### src/rtl/control_sequencer.sv
// control_sequencer: microcode sequencer for the 8-bit shared-bus CPU.
// Steps a T-state counter through fetch (T0, T1) and execute (T2..T4).
// It decodes opcode, T-state and flags into the datapath control strobes.
// Optional build macro SEQ_SINGLE_STEP_EN adds a `step` input. With it, the
// counter advances and the strobes are asserted only on cycles where step=1.
//
// T-state | meaning
// T0      | fetch: PC onto bus, latch MAR
// T1      | fetch: RAM onto bus, latch IR, increment PC
// T2      | execute step 1 (every opcode; last step for 1-step opcodes)
// T3      | execute step 2 (LDA, STA, ADD, SUB)
// T4      | execute step 3 (ADD, SUB)
// halted  | HLT retired: counter parked at T0, strobes 0 until reset_n
module control_sequencer #(
   parameter  int OPCODE_W = 4,
   parameter  int NSTEPS   = 5,
   localparam int TW       = $clog2(NSTEPS)
) (
   input  logic                clock,
   input  logic                reset_n,
`ifdef SEQ_SINGLE_STEP_EN
   input  logic                step,
`endif
   input  logic [OPCODE_W-1:0] opcode,
   input  logic                flag_carry,
   input  logic                flag_zero,
   output logic [TW-1:0]       tstate,
   output logic                halted,
   output logic                pc_read,
   output logic                pc_write,
   output logic                pc_inc,
   output logic                mar_write,
   output logic                ram_read,
   output logic                ram_write,
   output logic                ir_read,
   output logic                ir_write,
   output logic                a_read,
   output logic                a_write,
   output logic                b_write,
   output logic                alu_read,
   output logic                alu_sub,
   output logic                out_write,
   output logic                flags_write
);

   localparam logic [TW-1:0] T0 = TW'(0);
   localparam logic [TW-1:0] T1 = TW'(1);
   localparam logic [TW-1:0] T2 = TW'(2);
   localparam logic [TW-1:0] T3 = TW'(3);
   localparam logic [TW-1:0] T4 = TW'(4);

   localparam logic [OPCODE_W-1:0] OP_LDA = OPCODE_W'(4'h1);
   localparam logic [OPCODE_W-1:0] OP_ADD = OPCODE_W'(4'h2);
   localparam logic [OPCODE_W-1:0] OP_SUB = OPCODE_W'(4'h3);
   localparam logic [OPCODE_W-1:0] OP_STA = OPCODE_W'(4'h4);
   localparam logic [OPCODE_W-1:0] OP_LDI = OPCODE_W'(4'h5);
   localparam logic [OPCODE_W-1:0] OP_JMP = OPCODE_W'(4'h6);
   localparam logic [OPCODE_W-1:0] OP_JC  = OPCODE_W'(4'h7);
   localparam logic [OPCODE_W-1:0] OP_JZ  = OPCODE_W'(4'h8);
   localparam logic [OPCODE_W-1:0] OP_OUT = OPCODE_W'(4'hE);
   localparam logic [OPCODE_W-1:0] OP_HLT = OPCODE_W'(4'hF);

   logic [TW-1:0] tstate_q, tstate_d;
   logic          halted_q, halted_d;

   logic          last_step;
   logic          advance;
   logic          ctl_en;

   logic pc_read_r, pc_write_r, pc_inc_r, mar_write_r, ram_read_r, ram_write_r;
   logic ir_read_r, ir_write_r, a_read_r, a_write_r, b_write_r;
   logic alu_read_r, alu_sub_r, out_write_r, flags_write_r;

`ifdef SEQ_SINGLE_STEP_EN
   assign advance = step;
`else
   assign advance = 1'b1;
`endif

   // Strobes are killed combinationally by reset, by halt and (single-step build) by step=0.
   assign ctl_en = reset_n & ~halted_q & advance;

   // Microcode decode: raw strobes and end-of-instruction from T-state, opcode and flags.
   always_comb begin
      pc_read_r     = 1'b0;
      pc_write_r    = 1'b0;
      pc_inc_r      = 1'b0;
      mar_write_r   = 1'b0;
      ram_read_r    = 1'b0;
      ram_write_r   = 1'b0;
      ir_read_r     = 1'b0;
      ir_write_r    = 1'b0;
      a_read_r      = 1'b0;
      a_write_r     = 1'b0;
      b_write_r     = 1'b0;
      alu_read_r    = 1'b0;
      alu_sub_r     = 1'b0;
      out_write_r   = 1'b0;
      flags_write_r = 1'b0;
      last_step     = 1'b1;
      case (tstate_q)
         T0: begin
            pc_read_r   = 1'b1;
            mar_write_r = 1'b1;
            last_step   = 1'b0;
         end
         T1: begin
            ram_read_r = 1'b1;
            ir_write_r = 1'b1;
            pc_inc_r   = 1'b1;
            last_step  = 1'b0;
         end
         T2: begin
            case (opcode)
               OP_LDA, OP_ADD, OP_SUB, OP_STA: begin
                  ir_read_r   = 1'b1;
                  mar_write_r = 1'b1;
                  last_step   = 1'b0;
               end
               OP_LDI: begin
                  ir_read_r = 1'b1;
                  a_write_r = 1'b1;
               end
               OP_JMP: begin
                  ir_read_r  = 1'b1;
                  pc_write_r = 1'b1;
               end
               OP_JC: begin
                  ir_read_r  = flag_carry;
                  pc_write_r = flag_carry;
               end
               OP_JZ: begin
                  ir_read_r  = flag_zero;
                  pc_write_r = flag_zero;
               end
               OP_OUT: begin
                  a_read_r    = 1'b1;
                  out_write_r = 1'b1;
               end
               default: ;
            endcase
         end
         T3: begin
            case (opcode)
               OP_LDA: begin
                  ram_read_r = 1'b1;
                  a_write_r  = 1'b1;
               end
               OP_STA: begin
                  a_read_r    = 1'b1;
                  ram_write_r = 1'b1;
               end
               OP_ADD, OP_SUB: begin
                  ram_read_r = 1'b1;
                  b_write_r  = 1'b1;
                  last_step  = 1'b0;
               end
               default: ;
            endcase
         end
         T4: begin
            if (opcode == OP_ADD || opcode == OP_SUB) begin
               alu_read_r    = 1'b1;
               a_write_r     = 1'b1;
               flags_write_r = 1'b1;
               alu_sub_r     = (opcode == OP_SUB);
            end
         end
         default: ;
      endcase
   end

   // Counter and halt next-state; any unexpected T-state or opcode falls back to T0.
   always_comb begin
      tstate_d = tstate_q;
      halted_d = halted_q;
      if (!halted_q && advance) begin
         if (last_step) tstate_d = T0;
         else           tstate_d = tstate_q + TW'(1);
         if (tstate_q == T2 && opcode == OP_HLT) halted_d = 1'b1;
      end
   end

   // Sequencer state registers.
   always_ff @(posedge clock or negedge reset_n) begin
      if (!reset_n) begin
         tstate_q <= T0;
         halted_q <= 1'b0;
      end else begin
         tstate_q <= tstate_d;
         halted_q <= halted_d;
      end
   end

   assign tstate      = tstate_q;
   assign halted      = halted_q;
   assign pc_read     = pc_read_r     & ctl_en;
   assign pc_write    = pc_write_r    & ctl_en;
   assign pc_inc      = pc_inc_r      & ctl_en;
   assign mar_write   = mar_write_r   & ctl_en;
   assign ram_read    = ram_read_r    & ctl_en;
   assign ram_write   = ram_write_r   & ctl_en;
   assign ir_read     = ir_read_r     & ctl_en;
   assign ir_write    = ir_write_r    & ctl_en;
   assign a_read      = a_read_r      & ctl_en;
   assign a_write     = a_write_r     & ctl_en;
   assign b_write     = b_write_r     & ctl_en;
   assign alu_read    = alu_read_r    & ctl_en;
   assign alu_sub     = alu_sub_r     & ctl_en;
   assign out_write   = out_write_r   & ctl_en;
   assign flags_write = flags_write_r & ctl_en;

endmodule

### config.mk
export PLATFORM = sky130hd
export DESIGN_NAME = control_sequencer
export DESIGN_NICKNAME = d
export VERILOG_FILES = /design/src/rtl/control_sequencer.sv
export SDC_FILE = /design/constraint.sdc
export NUM_CORES = 1
export LEC_CHECK = 0
export BUFFER_PORTS_ARGS = -buffer_cell sky130_fd_sc_hd__buf_2
export CAP_MARGIN = 20
export CORE_UTILIZATION = 46
export DETAILED_ROUTE_END_ITERATION = 16
export PLACE_DENSITY_LB_ADDON = 0.1
export SLEW_MARGIN = 20
export SYNTH_ARGS = -nofsm -noshare
export SYNTH_HDL_FRONTEND = slang
export SYNTH_SLANG_ARGS = --single-unit
### constraint.sdc
create_clock -name clock -period 1.75 [get_ports clock]
set_input_delay 0.175 -clock clock [delete_from_list [all_inputs] [get_ports clock]]
set_output_delay 0.175 -clock clock [all_outputs]
set_load 0.02 [all_outputs]
==> Flow_metrics.wiki, run 1 <==
{| class="wikitable"
! Metric !! Value
|-
| Critical Path Fanout Max || 6
|-
| Cell Rows || 12
|-
| Sinks on Clock Net || 4
|-
| Number of buffers created by CTS || 3
|-
| Post-detailed-route via-to-cell ratio || 6.02
|-
| Worst voltage drop across the vdd grid || 1.04 mV
|-
| Unrepaired setup endpoints after global routing || yes
|-
| Power density cells || 1180 nW/um2
|-
| Overall Global Routing Usage || 29.6%
|-
| Yosys warning total || 0
|-
| Violations in the final reports || negative setup slack
|-
| Total number of vias || 770
|-
| Stage delay of the slowest cell on the critical path || 450 ps
|-
| Count of different cell masters after synthesis || 38
|-
| Max frequency || 520 MHz
|-
| Area share of the largest cell type after synthesis || 16.3%
|-
| Count of nets left with antenna violations after detail routing || 0
|-
| Worst hold path type || in2async
|-
| Pre-CTS setup slack || ~26 ps
|-
| Clock latency on the worst-skew pair || 250 ps
|-
| Post-synthesis register bit count || 4
|-
| Met1 Routed Length || 895 um
|-
| Growth of design area from synthesis to finish || 69.7%
|-
| Slowest cell on the critical path || dfrtp_2
|-
| First-pass GRT wire length || 2950 um
|-
| Gate count of the mapped netlist || 79
|-
| Mapped Nets || 92
|-
| Wire length reported by the detailed router || between 2000 and 2500 um
|-
| Pin count of the biggest net entering global routing || 14
|-
| Routed length on met3 || 101 um
|-
| Via count of the first global-routing pass || 627
|-
| Final Critical Period || about 1900 ps
|-
| Maxcap violations || 0
|-
| Number of placed I/O pins || 27
|-
| Startpoint type of the worst setup path || flip-flop
|-
| Mapped cell area || 616 um2
|-
| Detail-routed net length per standard cell || 17.7 um
|-
| Final hold violation count || 0
|-
| Effective utilization at floorplan || a little over half
|-
| Die X || 38.6 um
|-
| Share of post-route cells with drive strength above 1 || 63.2%
|-
| Tightest Pin Transition || 375 ps
|-
| Remaining global-route overflow || 0
|-
| Endpoint type of the worst setup path || output port
|-
| DRC viols || 0
|-
| Nets || about 130
|-
| CTS tree || yes
|-
| Largest cells by area after synthesis || dfrtp_1, ha_1, nor3_1, a311oi_4, inv_1
|-
| Final setup violation count || 3
|-
| Number of levels the H-tree was split into || 1
|-
| WP data required || 1570 ps
|-
| Crit path setup slack, layout || -173 ps
|-
| Die height || roughly 39 um
|-
| Ratio of final minimum period to clock period || 110%
|-
| Top layer reached by signal wires || met4
|-
| Result of the run || complete, but fails checks
|-
| Placeable Area || 1170 um2
|-
| Critical path arrival || 1750 ps
|-
| Total length of routed met2 wires || between 1000 and 1500 um
|-
| Sequential share of the synthesized area || 16.3%
|-
| Cell area reported after detailed placement || 827 um2
|-
| Syn_area_per_cell || 7.79 um2
|-
| Final non-filler cell area || 1040 um2
|-
| Clk pin slew, worst setup/hold paths || 40 ps
|-
| Sum of net half-perimeters after detailed placement || roughly 1200 um
|-
| Maximum clock path buffer count || 2
|-
| Crit path kind || reg2out
|-
| Relative slew slack || between 70% and 80%
|-
| TritonRoute pass-1 iters || 6
|-
| Leakage power || 0.461 nW
|-
| ANT cells || 0
|-
| DIE AREA || 1490 um2
|-
| Ordered cell list for the critical path || inv_4 -> ha_4 -> and3b_1 -> o211ai_1 -> a211oi_4 -> buf_6
|-
| Initial antenna violation count || 0
|-
| Maximum clock skew at final layout || 2.48 ps
|-
| Synth area leader || dfrtp_1
|-
| Routability cong. || 0.741
|-
| Quantity of I/O buffers inserted on ports || 26
|-
| Root buffer cell || clkbuf_4
|-
| Final-report max-slew violation count || 0
|-
| First-iteration detailed-routing DRC count || 21
|}
[cell families after synthesis]
| kind of cell | Yosys count | share of synthesized area, % |
|---|---|---|
| adders and majority gates | 5 | 10.2 |
| muxes | 1 | 1.63 |
| and+or+nand+nor | 37 | 36.2 |
| AOI/OAI and AO/OA | 17 | 23.6 |
| buffers and inverters | 15 | 12.2 |
| DFF | 4 | 16.3 |
[worst max-delay path: cells and delay by family (launching register included)]
kind	cells	cell delay [ps]
buf+inv	2	240
simple gates	1	190
compound gates	2	430
fa+ha+maj	1	170
flops	1	450
[worst paths after layout]
path                       startpoint        end  slack, ps  cells after the start
setup reg to reg            tstate[0]  tstate[1]         90                      6
setup / recovery            tstate[0]    a_write       -170                      6
min in group clock          opcode[3]     halted        360                      2
max in group asynchronous     reset_n  tstate[0]       1200                      2
hold reg to reg             tstate[1]  tstate[1]        610                      2
hold / removal                reset_n     halted        360                      2
[Yosys cell counts, drive strengths merged]
cell    number
o21bai       1
a41oi        1
and2         1
a211oi       2
o21ai        3
buf          6
nand3b       1
mux2i        1
o31ai        1
inv          7
nor3b        2
nand2b       3
dfrtp        4
or2          1
and3b        2
o32a         2
and3         2
nand2        7
o211ai       1
or3          2
nor4bb       1
a31o         1
a31oi        1
nor3         6
nor2b        3
nor4         2
ha           5
clkbuf       2
o41ai        2
a311oi       1
nor2         4
a21oi        1
[metrics by stage]
| stage | power [mW] | hold slack (ps) | setup TNS, ps | std cells | utilization, % |
|---|---|---|---|---|---|
| after floorplan | 0.649 | -121 | -9.49 | 79 | - |
| after global placement | 0.832 | 6.42 | 0 | 118 | 70.6 |
| after detailed placement | 0.836 | 9.29 | 0 | 118 | 70.6 |
| after CTS | 1.06 | 337 | -313 | 125 | 80.7 |
| after global routing | 1.29 | 359 | -672 | 128 | 89.2 |
| final | 1.23 | 360 | -380 | 128 | 89.2 |
[layout by cell type (no fill, tap or decap), types with 2 or more instances in the layout]
cell type	count
and3b_1	2
buf_2	16
buf_4	18
buf_6	4
clkbuf_4	3
dfrtp_2	3
ha_4	4
inv_1	4
inv_2	2
nand2_1	5
nand2_4	2
nand2b_1	2
nor2_1	3
nor2b_4	2
nor3_1	4
nor3_2	2
nor3b_1	2
nor4_4	2
o21ai_0	2
o32a_1	2
o41ai_1	2
or3_4	2
[power by group]
group          total, mW  internal (mW)  switching (mW)
combinational      0.880          0.413           0.467
clock              0.140         0.0866          0.0533
sequential         0.214          0.133          0.0816
total               1.23          0.632           0.602
[state kept, by name, summed over array words and instances (netlist names)]
register / count
tstate: 3
halted: 1
[cell type report]
class	count	area (um2)
Inverter	7	28.8
Tap cell	14	17.5
Timing Repair Buffer	39	270
Fill cell	52	126
Sequential cell	4	104
Multi-Input combinational cell	60	598
Clock buffer	4	26.3
[repair_timing]
| action | 4_1_cts | 5_1_grt |
|---|---|---|
| endpoints found under the hold margin | 4 | 0 |
| pin swaps | 6 | 5 |
| hold buffers | 1 | 0 |
| resized for setup | 21 | 17 |
| setup buffers | 2 | 3 |
| endpoints found under the setup margin | 10 | 12 |
[per-layer routing]
layer	vias to the layer above	global-route usage, %
met3	6	5.20
li1	355	-
met1	372	39.4
met4	0	7.76
met5	-	0
met2	37	48.8
Note: power is estimated with default switching activity, not from simulation.
==> run 2: changes to the inputs <==
CORE_UTILIZATION = 35   (was 46)
RECOVER_POWER = 25   (was default)
SKIP_CTS_REPAIR_TIMING = 1   (was default)
==> run 2 against run 1 <==
Against the previous run: the run ends with design-rule violations, negative setup slack left; clock power fell by 21%; cell count increased by 2.3%; clock skew decreased by 1.1 ps; final area is 0.48% lower; setup slack improved by 60 ps; die area up 30%; count of clock-buffer cells in the layout fell by 1; global-route usage down 11 points; register-to-register slack worse by 50 ps; sequential share of layout area down 0.073 points; critical endpoint unchanged; largest cell class unchanged.
==> Flow_metrics.wiki, run 2 (synthesis gave the netlist of run 1 again) <==
{| class="wikitable"
! Metric !! Value
|-
| Final-report max-slew violation count || 0 (unchanged)
|-
| Power density cells || 1110 nW/um2 (was 1180 nW/um2)
|-
| Detail-routed net length per standard cell || 13.6 um (was 17.7 um)
|-
| Nets || 130 (was 128)
|-
| Crit path kind || reg2out (unchanged)
|-
| Sinks on Clock Net || 4 (unchanged)
|-
| Maximum clock path buffer count || 2 (unchanged)
|-
| Placeable Area || 1580 um2 (was 1170 um2)
|-
| Unrepaired setup endpoints after global routing || yes (unchanged)
|-
| Most frequent CP cell || ha_4
|-
| Number of levels the H-tree was split into || 1 (unchanged)
|-
| Final Critical Period || 1860 ps (was 1920 ps)
|-
| Clock latency on the worst-skew pair || 230 ps (was 250 ps)
|-
| Worst voltage drop across the vdd grid || 0.889 mV (was 1.04 mV)
|-
| Post-detailed-route via-to-cell ratio || 5.55 (was 6.02)
|-
| First-iteration detailed-routing DRC count || 14 (was 21)
|-
| Initial antenna violation count || 0 (unchanged)
|-
| Number of filler instances in the final layout || 136 (was 52)
|-
| Ordered cell list for the critical path || ha_4 -> ha_4 -> nor2b_4 -> o211ai_1 -> a211oi_4 -> buf_6 (was inv_4 -> ha_4 -> and3b_1 -> o211ai_1 -> a211oi_4 -> buf_6)
|-
| Core occupancy in the finished layout || 66.0% (was 89.2%)
|-
| Via count of the first global-routing pass || 639 (was 627)
|-
| Critical Path Fanout Max || 5 (was 6)
|-
| Number of placed I/O pins || 27 (unchanged)
|-
| Commonest cells after routing, fill and taps aside || buf_2, buf_4, buf_6 (was buf_4, buf_2, nand2_1)
|-
| Pin count of the biggest net entering global routing || 14 (unchanged)
|-
| Crit path setup slack, layout || -113 ps (was -173 ps)
|-
| Maximum clock skew at final layout || 1.39 ps (was 2.48 ps)
|-
| Count of nets left with antenna violations after detail routing || 0 (unchanged)
|-
| Die height || 43.9 um (was 38.6 um)
|-
| Total number of vias || 727 (was 770)
|-
| Root buffer cell || clkbuf_4 (unchanged)
|-
| Relative slew slack || 75.5% (was 74.8%)
|-
| Number of flip-flops in the largest register || 3 (unchanged)
|-
| Dominant delay contributor by cell family on the critical path || flip-flops (unchanged)
|-
| Flip-flop and latch area || 103 um2 (was 104 um2)
|-
| DIE AREA || 1930 um2 (was 1490 um2)
|-
| WP data required || 1570 ps (about the same)
|-
| Endpoint type of the worst setup path || output port (unchanged)
|-
| Tightest Pin Transition || 365 ps (was 375 ps)
|-
| Stage delay of the slowest cell on the critical path || 440 ps (was 450 ps)
|-
| TritonRoute pass-1 iters || 10 (was 6)
|-
| Remaining global-route overflow || 0 (unchanged)
|-
| Wire length reported by the detailed router || 1780 um (was 2270 um)
|-
| CTS tree || yes (unchanged)
|-
| Violations in the final reports || design-rule violations, negative setup slack (was negative setup slack)
|-
| Total Power Consumption || 1.15 mW (was 1.23 mW)
|-
| Ratio of final minimum period to clock period || 106% (was 110%)
|-
| Max frequency || 537 MHz (was 520 MHz)
|-
| DRC viols || 3 (was 0)
|-
| Routability cong. || 0.784 (was 0.741)
|-
| Critical path arrival || 1690 ps (was 1750 ps)
|-
| Effective utilization at floorplan || 39.0% (was 52.6%)
|-
| Cell Rows || 14 (was 12)
|-
| Startpoint type of the worst setup path || flip-flop (unchanged)
|-
| Growth of design area from synthesis to finish || 68.9% (was 69.7%)
|-
| Worst hold path type || in2reg (was in2async)
|-
| Most frequent standard cell in the layout excluding fill and tap cells || buf_2 (was buf_4)
|-
| Share of post-route cells with drive strength above 1 || 63.5% (was 63.2%)
|-
| ANT cells || 0 (unchanged)
|-
| Leakage power || 0.456 nW (was 0.461 nW)
|-
| Worst path bufs/invs || 1 (was 2)
|-
| Clk pin slew, worst setup/hold paths || 30 ps (was 40 ps)
|-
| First-pass GRT wire length || 2680 um (was 2950 um)
|-
| Sum of net half-perimeters after detailed placement || 1260 um (was 1230 um)
|-
| Combined area of the multi-input logic cells || 582 um2 (was 598 um2)
|-
| Maxcap violations || 0 (unchanged)
|-
| Result of the run || complete, but fails checks (unchanged)
|-
| Number of buffers created by CTS || 3 (unchanged)
|-
| Overall Global Routing Usage || 18.5% (was 29.6%)
|-
| Final setup violation count || 3 (unchanged)
|-
| Final hold violation count || 0 (unchanged)
|-
| Slowest cell on the critical path || dfrtp_2 (unchanged)
|-
| Quantity of I/O buffers inserted on ports || 26 (unchanged)
|-
| Die X || 43.9 um (was 38.6 um)
|}
run 2: cell types whose count changed in the layout (fill, tap and decap cells not counted), sizes merged:
cell,delta
buf,+1
run 2: stage by stage:
stage / TNS (ps) / worst slack, ps / instances / hold slack [ps] / area (um2)
2_1_floorplan: -9.49 / -9.49 / 79 / -121 / 676
3_3_place_gp: 0 / 21.3 / 121 / 83.1 / 837
3_5_place_dp: -7.29 / -7.29 / 121 / 79.7 / 837
4_1_cts: -1080 / -240 / 124 / -166 / 860
5_1_grt: -598 / -177 / 131 / 379 / 1040
6_report: -176 / -113 / 131 / 356 / 1040
run 2: path summary, 6_finish.rpt:
| check | startpoint | end | slack [ps] | cells past startpoint |
|---|---|---|---|---|
| worst max-delay path | tstate[1] | a_write | -110 | 6 |
| worst min-delay path | opcode[3] | halted | 360 | 2 |
| worst max register to register | tstate[0] | tstate[1] | 40 | 6 |
| worst min register to register | halted | tstate[2] | 550 | 1 |
| max in group asynchronous | reset_n | tstate[0] | 1060 | 3 |
| min in group asynchronous | reset_n | halted | 500 | 3 |
run 2: cell type report:
type	count	share of cell area (%)
clock buffers	3	2.17
inverters	7	2.77
multi-input cells	60	56.0
flip-flops and latches	4	9.87
well taps	16	1.93
repair buffers	41	27.3
run 2: power breakdown:
part	internal (mW)	leakage (nW)	switching (mW)
logic	0.404	0.393	0.450
clock network	0.0764	0.0138	0.0339
registers	0.133	0.0490	0.0574
run 2: worst register-to-register path: cells and delay by family, from the launching register on:
| kind | cells | cell delay, ps |
|---|---|---|
| compound gates | 2 | 690 |
| flops | 1 | 420 |
| buf+inv | 2 | 220 |
| fa+ha+maj | 1 | 190 |
| simple gates | 1 | 60 |
run 2: layer usage:
layer	global-route usage [%]	part of all wire, %	vias up	routed length [um]
li1	-	-	362	-
met1	25.3	46	343	824
met2	27.8	49	20	882
met3	5.42	3.6	2	64
met4	6.67	0.67	0	12
met5	0	0	-	0
